File: src/rtl/regfile_write_arbiter_if.sv
// regfile_write_arbiter_if
//   Carries the writeback request bundle and the registered write-port bundle
//   between the three writeback sources and the register-file write arbiter.
//   master : the requester side (drives requests, observes grant and write port)
//   slave  : the arbiter (returns grant, drives the registered write port)
//   Signals:
//     req_valid [2:0]          per-source request (0 ALU, 1 load, 2 link)
//     req_dr    [8:0]          destination registers, 3 bits per source
//     req_data  [3*DATA_W-1:0] write data, DATA_W bits per source
//     req_ready [2:0]          one-hot combinational grant
//     wr_en     [7:0]          one-hot registered row write enable
//     wr_dr     [2:0]          registered destination register
//     wr_data   [DATA_W-1:0]   registered write data
interface regfile_write_arbiter_if #(
  parameter int DATA_W = 16
);
  logic [2:0]          req_valid;
  logic [8:0]          req_dr;
  logic [3*DATA_W-1:0] req_data;
  logic [2:0]          req_ready;
  logic [7:0]          wr_en;
  logic [2:0]          wr_dr;
  logic [DATA_W-1:0]   wr_data;

  modport master (
    output req_valid, req_dr, req_data,
    input  req_ready, wr_en, wr_dr, wr_data
  );

  modport slave (
    input  req_valid, req_dr, req_data,
    output req_ready, wr_en, wr_dr, wr_data
  );
endinterface

File: src/rtl/regfile_write_arbiter.sv
// regfile_write_arbiter
//   Round-robin arbiter sharing the LC-3 register file's single write port
//   between the ALU, memory-load and R7-link writeback sources. One source is
//   granted per cycle (combinational one-hot req_ready); the winner's
//   destination and data are registered and presented for one cycle, with the
//   destination decoded into one-hot row write enables.
//   Optional feature macro: RFWR_FWD_EN compiles in write-to-read forwarding
//   on the two read ports; otherwise read data passes straight through.
//   Ports:
//     clk, reset            clock, synchronous active-high reset
//     bus (slave)           request/grant and registered write-port bundle
//     rf_hold               freezes all grants while high
//     rd_addr_a/b           register-file read addresses
//     rd_data_a/b           register-file read data
//     fwd_data_a/b          read data after optional forwarding
//     conflict_cnt          saturating count of cycles with >=2 requests
module regfile_write_arbiter #(
  parameter int DATA_W = 16,
  parameter int CNT_W  = 8
) (
  input  logic                        clk,
  input  logic                        reset,
  regfile_write_arbiter_if.slave      bus,
  input  logic                        rf_hold,
  input  logic [2:0]                  rd_addr_a,
  input  logic [2:0]                  rd_addr_b,
  input  logic [DATA_W-1:0]           rd_data_a,
  input  logic [DATA_W-1:0]           rd_data_b,
  output logic [DATA_W-1:0]           fwd_data_a,
  output logic [DATA_W-1:0]           fwd_data_b,
  output logic [CNT_W-1:0]            conflict_cnt
);

  // Next source index in round-robin order (0 -> 1 -> 2 -> 0).
  function automatic logic [1:0] rr_next(input logic [1:0] cur);
    return (cur == 2'd2) ? 2'd0 : cur + 2'd1;
  endfunction

  function automatic logic [7:0] dec3to8(input logic [2:0] dr);
    return 8'b0000_0001 << dr;
  endfunction

  function automatic logic [CNT_W-1:0] sat_inc(input logic [CNT_W-1:0] cnt,
                                                input logic             en);
    logic [CNT_W-1:0] max_val;
    max_val = '1;
    if (en && (cnt != max_val)) return cnt + 1'b1;
    return cnt;
  endfunction

  logic [1:0]        last_p1;
  logic [7:0]        wr_en_p1;
  logic [2:0]        wr_dr_p1;
  logic [DATA_W-1:0] wr_data_p1;
  logic [CNT_W-1:0]  cnt_p1;

  logic [1:0]        cand_p0;
  logic [1:0]        gidx_p0;
  logic              found_p0;
  logic              vld_p0;
  logic [2:0]        gnt_p0;
  logic [2:0]        gnt_dr_p0;
  logic [DATA_W-1:0] gnt_data_p0;
  logic              multi_p0;

  // Stage p0: combinational round-robin search starting after the last winner.
  always_comb begin
    cand_p0  = rr_next(last_p1);
    gidx_p0  = 2'd0;
    found_p0 = 1'b0;
    for (int k = 0; k < 3; k++) begin
      if (!found_p0 && bus.req_valid[cand_p0]) begin
        found_p0 = 1'b1;
        gidx_p0  = cand_p0;
      end
      cand_p0 = rr_next(cand_p0);
    end
  end

  assign vld_p0      = found_p0 && !reset && !rf_hold;
  assign gnt_p0      = vld_p0 ? (3'b001 << gidx_p0) : 3'b000;
  assign gnt_dr_p0   = bus.req_dr[3*gidx_p0 +: 3];
  assign gnt_data_p0 = bus.req_data[DATA_W*gidx_p0 +: DATA_W];
  // More than one requester this cycle, independent of rf_hold.
  assign multi_p0    = (bus.req_valid[0] & bus.req_valid[1]) |
                       (bus.req_valid[0] & bus.req_valid[2]) |
                       (bus.req_valid[1] & bus.req_valid[2]);

  assign bus.req_ready = gnt_p0;

  // Stage p1: registered write port, round-robin pointer and conflict counter.
  always_ff @(posedge clk) begin
    if (reset) begin
      last_p1    <= 2'd2;
      wr_en_p1   <= '0;
      wr_dr_p1   <= '0;
      wr_data_p1 <= '0;
      cnt_p1     <= '0;
    end else begin
      cnt_p1 <= sat_inc(cnt_p1, multi_p0);
      if (vld_p0) begin
        last_p1    <= gidx_p0;
        wr_en_p1   <= dec3to8(gnt_dr_p0);
        wr_dr_p1   <= gnt_dr_p0;
        wr_data_p1 <= gnt_data_p0;
      end else begin
        wr_en_p1   <= '0;
      end
    end
  end

  assign bus.wr_en   = wr_en_p1;
  assign bus.wr_dr   = wr_dr_p1;
  assign bus.wr_data = wr_data_p1;
  assign conflict_cnt = cnt_p1;

`ifdef RFWR_FWD_EN
  // Bypass the in-flight write so a same-cycle read sees the new value.
  assign fwd_data_a = ((wr_en_p1 != 8'd0) && (wr_dr_p1 == rd_addr_a)) ? wr_data_p1 : rd_data_a;
  assign fwd_data_b = ((wr_en_p1 != 8'd0) && (wr_dr_p1 == rd_addr_b)) ? wr_data_p1 : rd_data_b;
`else
  assign fwd_data_a = rd_data_a;
  assign fwd_data_b = rd_data_b;
`endif

endmodule
File: src/flat_wrapper.sv
// flat-port wrapper written by rule: the top's interface ports become plain ports
module regfile_write_arbiter_flat 
#(
  parameter int DATA_W = 16,
  parameter int CNT_W  = 8
)
  (clk, reset, rf_hold, rd_addr_a, rd_addr_b, rd_data_a, rd_data_b, fwd_data_a, fwd_data_b, conflict_cnt, bus_req_valid, bus_req_dr, bus_req_data, bus_req_ready, bus_wr_en, bus_wr_dr, bus_wr_data);
  regfile_write_arbiter_if #(.DATA_W(DATA_W)) bus_i ();
  input  logic clk;
  input  logic reset;
  input  logic rf_hold;
  input  logic [2:0] rd_addr_a;
  input  logic [2:0] rd_addr_b;
  input  logic [DATA_W-1:0] rd_data_a;
  input  logic [DATA_W-1:0] rd_data_b;
  output logic [DATA_W-1:0] fwd_data_a;
  output logic [DATA_W-1:0] fwd_data_b;
  output logic [CNT_W-1:0] conflict_cnt;
  input wire logic [$bits(bus_i.req_valid)-1:0] bus_req_valid;
  input wire logic [$bits(bus_i.req_dr)-1:0] bus_req_dr;
  input wire logic [$bits(bus_i.req_data)-1:0] bus_req_data;
  output wire logic [$bits(bus_i.req_ready)-1:0] bus_req_ready;
  output wire logic [$bits(bus_i.wr_en)-1:0] bus_wr_en;
  output wire logic [$bits(bus_i.wr_dr)-1:0] bus_wr_dr;
  output wire logic [$bits(bus_i.wr_data)-1:0] bus_wr_data;
  assign bus_i.req_valid = bus_req_valid;
  assign bus_i.req_dr = bus_req_dr;
  assign bus_i.req_data = bus_req_data;
  assign bus_req_ready = bus_i.req_ready;
  assign bus_wr_en = bus_i.wr_en;
  assign bus_wr_dr = bus_i.wr_dr;
  assign bus_wr_data = bus_i.wr_data;
  regfile_write_arbiter #(.DATA_W(DATA_W), .CNT_W(CNT_W)) u_core (.clk(clk), .reset(reset), .bus(bus_i), .rf_hold(rf_hold), .rd_addr_a(rd_addr_a), .rd_addr_b(rd_addr_b), .rd_data_a(rd_data_a), .rd_data_b(rd_data_b), .fwd_data_a(fwd_data_a), .fwd_data_b(fwd_data_b), .conflict_cnt(conflict_cnt));
endmodule
File: config.mk
export PLATFORM = sky130hd
export DESIGN_NAME = regfile_write_arbiter_flat
export DESIGN_NICKNAME = d
export VERILOG_FILES = /design/src/rtl/regfile_write_arbiter_if.sv /design/src/rtl/regfile_write_arbiter.sv /design/src/flat_wrapper.sv
export SDC_FILE = /design/constraint.sdc
export NUM_CORES = 1
export LEC_CHECK = 0
export CAP_MARGIN = 10
export CORE_MARGIN = 8
export CORE_UTILIZATION = 29
export DETAILED_ROUTE_END_ITERATION = 8
export HOLD_SLACK_MARGIN = 0.06
export PLACE_DENSITY_LB_ADDON = 0.3
export SYNTH_ARGS = -nofsm -noshare
export SYNTH_HDL_FRONTEND = slang
export SYNTH_SLANG_ARGS = --single-unit
File: constraint.sdc
create_clock -name clk -period 2 [get_ports clk]
set_clock_uncertainty 0.15 [all_clocks]
set_input_delay 0.5 -clock clk [delete_from_list [all_inputs] [get_ports clk]]
set_output_delay 0.5 -clock clk [all_outputs]
set_load 0.03 [all_outputs]
Yosys cells after proc, flatten, opt, wreduce, memory -nomap -nowiden
Cells that the tools add are included.
{"block": "totals", "register_bits": 37, "inputBits": 101, "output_inout_bits": 70, "word_cells": 56}
{"block": "op_classes", "n_addsub": 4, "mul": 1, "n_lt_le_gt_ge": 3, "n_eq_ne": 4, "shifts": 4, "mux": 19, "n_bitwise": 6, "reduce_logical": 10}
{"op": "indexed part select 48 x 7 -> 16 bit", "n": 1}
{"op": "2-to-1 mux 2 bit", "n": 6}
{"op": "less-than comparator 2 x 3 -> 1 bit, second input constant", "n": 3}
{"op": "indexed part select 9 x 5 -> 3 bit", "n": 1}
{"op": "adder 8 x 1 -> 8 bit, second input constant", "n": 1}
{"op": "2-to-1 mux 1 bit", "n": 8}
{"op": "2-to-1 mux 8 bit", "n": 1}
{"op": "!= test 8 bit, second input constant", "n": 1}
{"op": "<< shifter 1 x 3 -> 8 bit, first input constant", "n": 1}
{"op": "adder 2 x 1 -> 2 bit, second input constant", "n": 3}
{"op": "binary-select mux 1 bit (select 2 bit)", "n": 3}
{"op": "== test 2 bit, second input constant", "n": 3}
{"op": "logical AND 1 bit", "n": 5}
{"op": "logical NOT 1 bit", "n": 4}
{"op": "multiplier 2 x 2 -> 4 bit, first input constant", "n": 1}
{"op": "AND 1 bit", "n": 3}
{"op": "2-to-1 mux 3 bit", "n": 1}
{"op": "<< shifter 1 x 2 -> 3 bit, first input constant", "n": 1}
{"op": "bitwise OR 1 bit", "n": 2}
{"op": "OR reduction 2 bit", "n": 1}
{"op": "inverter 1 bit", "n": 1}

Depth between registers and ports, before layout
{"block": "depth", "word_depth": 15, "mapped_depth": 7, "mapped_depth_nobuf": 6}

Least setup slack after synthesis
OpenSTA, ideal clock, no wires.
{"block": "synth_path", "path_type": "input to output", "startpoint": "in bus_req_valid[2]", "endpoint": "out bus_req_ready[0]", "arrival_time_ns": 1.648, "required_ns": 1.350, "path_slack_ns": -0.298, "stages": 5, "path_buffers": 2, "path_cell_list": "and2b_1 > a2bb2oi_2 > buf_2 > buf_1 > and3_1"}
{"block": "synth_via", "elab_chain_len": 12, "word_cells_on_any_way": 20, "cone_classes": "shift (1); mux (13); reduce/logical (6)"}
{"item": "from (decl)", "line_no": "flat_wrapper.sv:19", "text": "input wire logic [$bits(bus_i.req_valid)-1:0] bus_req_valid;"}
{"item": "binary-select mux 1 bit (select 2 bit)", "line_no": "regfile_write_arbiter.sv:72", "text": "if (!found_p0 && bus.req_valid[cand_p0]) begin"}
{"item": "2-to-1 mux 1 bit (implied by the code)", "line_no": "regfile_write_arbiter.sv:72"}
{"item": "2-to-1 mux 1 bit", "line_no": "regfile_write_arbiter.sv:72"}
{"item": "logical NOT 1 bit", "line_no": "regfile_write_arbiter.sv:72"}
{"item": "logical AND 1 bit", "line_no": "regfile_write_arbiter.sv:72"}
{"item": "2-to-1 mux 1 bit", "line_no": "regfile_write_arbiter.sv:72"}
{"item": "logical NOT 1 bit", "line_no": "regfile_write_arbiter.sv:72"}
{"item": "logical AND 1 bit", "line_no": "regfile_write_arbiter.sv:72"}
{"item": "2-to-1 mux 1 bit", "line_no": "regfile_write_arbiter.sv:72"}
{"item": "logical AND 1 bit (2 in a row)", "line_no": "regfile_write_arbiter.sv:80", "text": "assign vld_p0 = found_p0 && !reset && !rf_hold;"}
{"item": "2-to-1 mux 3 bit (*)", "line_no": "regfile_write_arbiter.sv:81", "text": "assign gnt_p0 = vld_p0 ? (3'b001 << gidx_p0) : 3'b000;"}
{"item": "to (decl)", "line_no": "flat_wrapper.sv:22", "text": "output wire logic [$bits(bus_i.req_ready)-1:0] bus_req_ready;"}
Mark *: on every way between the ends. The rest lies on a longest branch, timed or not. The select of a mux whose other input is x is not followed.

Final worst setup path
{"block": "layout_path", "startpoint": "reg u_core.last_p1[1]", "endpoint": "out bus_req_ready[0]"}
{"block": "layout_via", "elab_chain_len": 14, "word_cells_on_any_way": 29, "cone_classes": "add/sub (3); eq/ne (3); shift (1); mux (16); reduce/logical (6)"}
{"item": "from (decl)", "line_no": "regfile_write_arbiter.sv:51", "text": "logic [1:0] last_p1;"}
{"item": "from (signal assigned)", "line_no": "regfile_write_arbiter.sv:102", "text": "last_p1 <= gidx_p0;"}
{"item": "adder 2 x 1 -> 2 bit or == test 2 bit (tied branches)", "line_no": "regfile_write_arbiter.sv:36", "text": "return (cur == 2'd2) ? 2'd0 : cur + 2'd1;"}
{"item": "2-to-1 mux 2 bit (*)", "line_no": "regfile_write_arbiter.sv:36"}
{"item": "parallel branches: the longest is 11 deep, another holds adder 2 x 1 -> 2 bit"}
{"item": "2-to-1 mux 3 bit (*)", "line_no": "regfile_write_arbiter.sv:81"}
Mark *: on every way between the ends. The select of a mux whose other input is x is not followed.

==> reports/metrics.csv <==
metric,value,unit
DRT Pass-1 Iters,3,
Mapped Area,2014,sq um
Filler cells,680,
die width,99.35,um
Iteration-0 DRC Markers,38,
f_max,0.4838,GHz
critical path's top delay family,simple AND/OR/NAND/NOR gates,
mux cell area share after synthesis,0.9938,%
Worst path depth,4,
Synth Warn #,0,
WP data arrival,1.42,ns
CTS tree,built,
startpoint types,register,
Non-Filler Instances,427,
std cell rows,30,
core area,6756,sq um
Inserted Clock Buffers,5,
Cells after Synth,257,
vias,2023,
WP data required,1.35,ns
drt wl/cell,15.05,um
sequential fraction of the synthesis area,36.77,%
complex-gate fraction of the synthesized area,21.68,%
Crit. End Element,output pin,
first-pass GRT wire length,10490,um
Antenna diodes,0,
Final Critical Period,2.067,ns
Die Ht,99.35,um
"Hold Vio Cnt, Final",0,
Max IR drop VDD,241.6,uV
Final setup violation count,3,
critical path class,reg2out,
Initial Util,29.81,%
CP Max Fanout,3,
slew margin rel.,75.34,%
Vias/cell,4.738,
pin count of the biggest net entering global routing,29,
die area,9869,sq um
routed wire length,6425,um
critical path's largest stage delay,0.34,ns
Tightest Hold Check Type,reg2reg,
Worst Setup SP,u_core.last_p1[1],
Storage cell area,742.0,sq um
Hold Path Origin,u_core.bus.wr_dr[2],
layout cells sized above 1,18.73,%
largest family of logic cells by synthesized area,compound AO/OA/AOI/OAI gates,
DP Wirelength,4885,um
Synth Area in Simple Gates,18.76,%
Port Buffers,100,
total gr overflow,0,
dpl cells,415,
Worst R2R Path Depth,8,
Max Cap Viol,0,
Final WS setup,-0.06716,ns
gp weighted congestion,0.7590,
CP max-delay cell,dfxtp_2,
Post-Synth XOR/XNOR Area,3.043,%
Clock Sinks,37,
initial antenna violation count,0,
Nets,449,
Worst Max-Slew Pin Slew,0.3674,ns
r2r startpoint,u_core.last_p1[1],
syn nets,359,
final setup TNS,-0.1672,ns
IO Pins,171,
Overall Power,1.998,mW
Post-DRT Antenna Nets,0,
worst path bufs/invs,1,
run status,"complete, but fails checks",
fin util,48.26,%
Avg Inst Size Synth,7.838,sq um
period utilisation layout,103.4,%
total global-route track usage,13.21,%
number of remaining DRC errors,0,
Pwr per Cell Area,612.7,nW/um^2
Seq cells post-synth,37,
clk_lat worst skew,0.28,ns
violated checks,negative setup slack,
RSZ-0062 raised after global routing,yes,
Final Max Tran Viols,0,
clk root buf,clkbuf_8,
number of global-route vias before repair,2088,
Leakage,1.515,nW
clk slew on worst S/H paths,0.07,ns
"Area growth, synth to finish",61.86,%
worst-path cell chain,and2b_2 -> a22oi_2 -> and3_4 -> buf_6,
"Hold-fix buffers, CTS",0,
clock buffer depth,2,
hold path cells,2,
combined area of the multi-input logic cells,1012,sq um
Post-Synth Adder-Cell Area,0.6211,%
H-tree Lvls,2,
Synth cell types,34,
-- where the power goes --
group,switching [mW],internal [mW]
sequential,0.0298,0.792
clock,0.245,0.273
combinational,0.325,0.333
-- cells by family (layout without fill, tap and decap cells) --
family / Yosys count / in the layout
adder cells (fa/ha/maj): 1 / 1
multiplexers: 2 / 2
AND/OR/NAND/NOR: 67 / 67
flip-flops: 37 / 37
AO/OA/AOI/OAI: 80 / 80
XOR/XNOR: 7 / 7
buffers and inverters: 63 / 153
-- metal layers --
layer	vias to the layer above	track usage (%)	routed length, um
met2	77	21.90	3202
met3	16	4.888	497
met1	904	14.46	2564
met4	0	6.752	161
met5	-	0	0
li1	1026	-	-
-- cell type report --
cell class              instances  share of cell area (%)
clock buffers                   7                   2.648
multi-input cells             157                   31.04
flip-flops and latches         37                   22.76
repair buffers                130                   38.64
inverters                      16                   1.842
well taps                      80                   3.070
-- per-stage QoR --
| stage | area, sq um | worst slack (ns) | hold slack, ns |
|---|---|---|---|
| 2_1_floorplan | 2074 | 0.002879 | 0.3083 |
| 3_3_place_gp | 3032 | -0.5344 | 0.2909 |
| 3_5_place_dp | 3032 | -0.5853 | 0.3020 |
| 4_1_cts | 3193 | -0.1097 | 0.3127 |
| 5_1_grt | 3261 | -0.1322 | 0.3435 |
| 6_report | 3261 | -0.06716 | 0.3133 |
-- final timing paths --
kind	end	slack (ns)
worst min-delay path	u_core.bus.wr_dr[2]	0.31
worst min register to register	u_core.bus.wr_dr[2]	0.31
worst max register to register	u_core.bus.wr_en[4]	0.11
worst max-delay path	bus_req_ready[0]	-0.07
-- cells in the final DEF, fill, tap and decap left out, types with 5 or more instances in the layout --
cell type and n:
o21ai_0 49, nand3b_1 18, dlymetal6s2s_1 13, nand2_1 6, xor2_1 6, a21oi_1 19, inv_1 16, buf_4 25
dlygate4sd2_1 5, dfxtp_1 36, buf_6 8, nor3_1 6, clkdlybuf4s50_1 74, nor2_1 14, clkbuf_8 6
-- registers in the layout, summed over array words and instances (netlist names) --
| name | count |
|---|---|
| u_core.bus.wr_data | 16 |
| u_core.bus.wr_en | 8 |
| u_core.conflict_cnt | 8 |
| u_core.bus.wr_dr | 3 |
| u_core.last_p1 | 2 |
-- what timing repair did --
| action | 4_1_cts | 5_1_grt |
|---|---|---|
| setup endpoints to repair | 35 | 26 |
| resized for setup | 36 | 22 |
| setup buffers | 5 | 1 |
| pin swaps | 7 | 6 |
-- synthesized netlist by cell type, drive strengths merged --
cell type / number / area [sq um]
xnor2: 1 / 8.760
mux2i: 2 / 20.02
ha: 1 / 12.51
nand2: 6 / 22.52
a21oi: 19 / 95.09
a21o: 2 / 15.01
a31oi: 1 / 6.260
and3: 5 / 32.53
xor2: 6 / 52.55
inv: 16 / 60.06
nand4: 3 / 18.77
nor2: 18 / 67.56
nand3: 1 / 5.000
a22oi: 1 / 7.510
nand3b: 18 / 135.1
and2b: 1 / 7.510
a211oi: 2 / 20.02
buf: 39 / 275.3
or3: 2 / 17.52
dfxtp: 37 / 740.7
nor3: 10 / 50.05
clkbuf: 8 / 30.03
o21ai: 52 / 260.3
a2bb2oi: 1 / 15.01
a31o: 1 / 8.760
nand2b: 2 / 12.51
a22o: 1 / 8.760
and4: 1 / 8.760
-- worst reg2reg max path, stage by stage (launching register included) --
cell       delay, ns
dfxtp_2         0.33
and2b_2         0.27
a2bb2oi_4       0.20
buf_6           0.13
buf_4           0.13
mux2i_2         0.22
a21oi_1         0.09
buf_4           0.15
nor3_1          0.15
(Power assumes the default switching activity.)
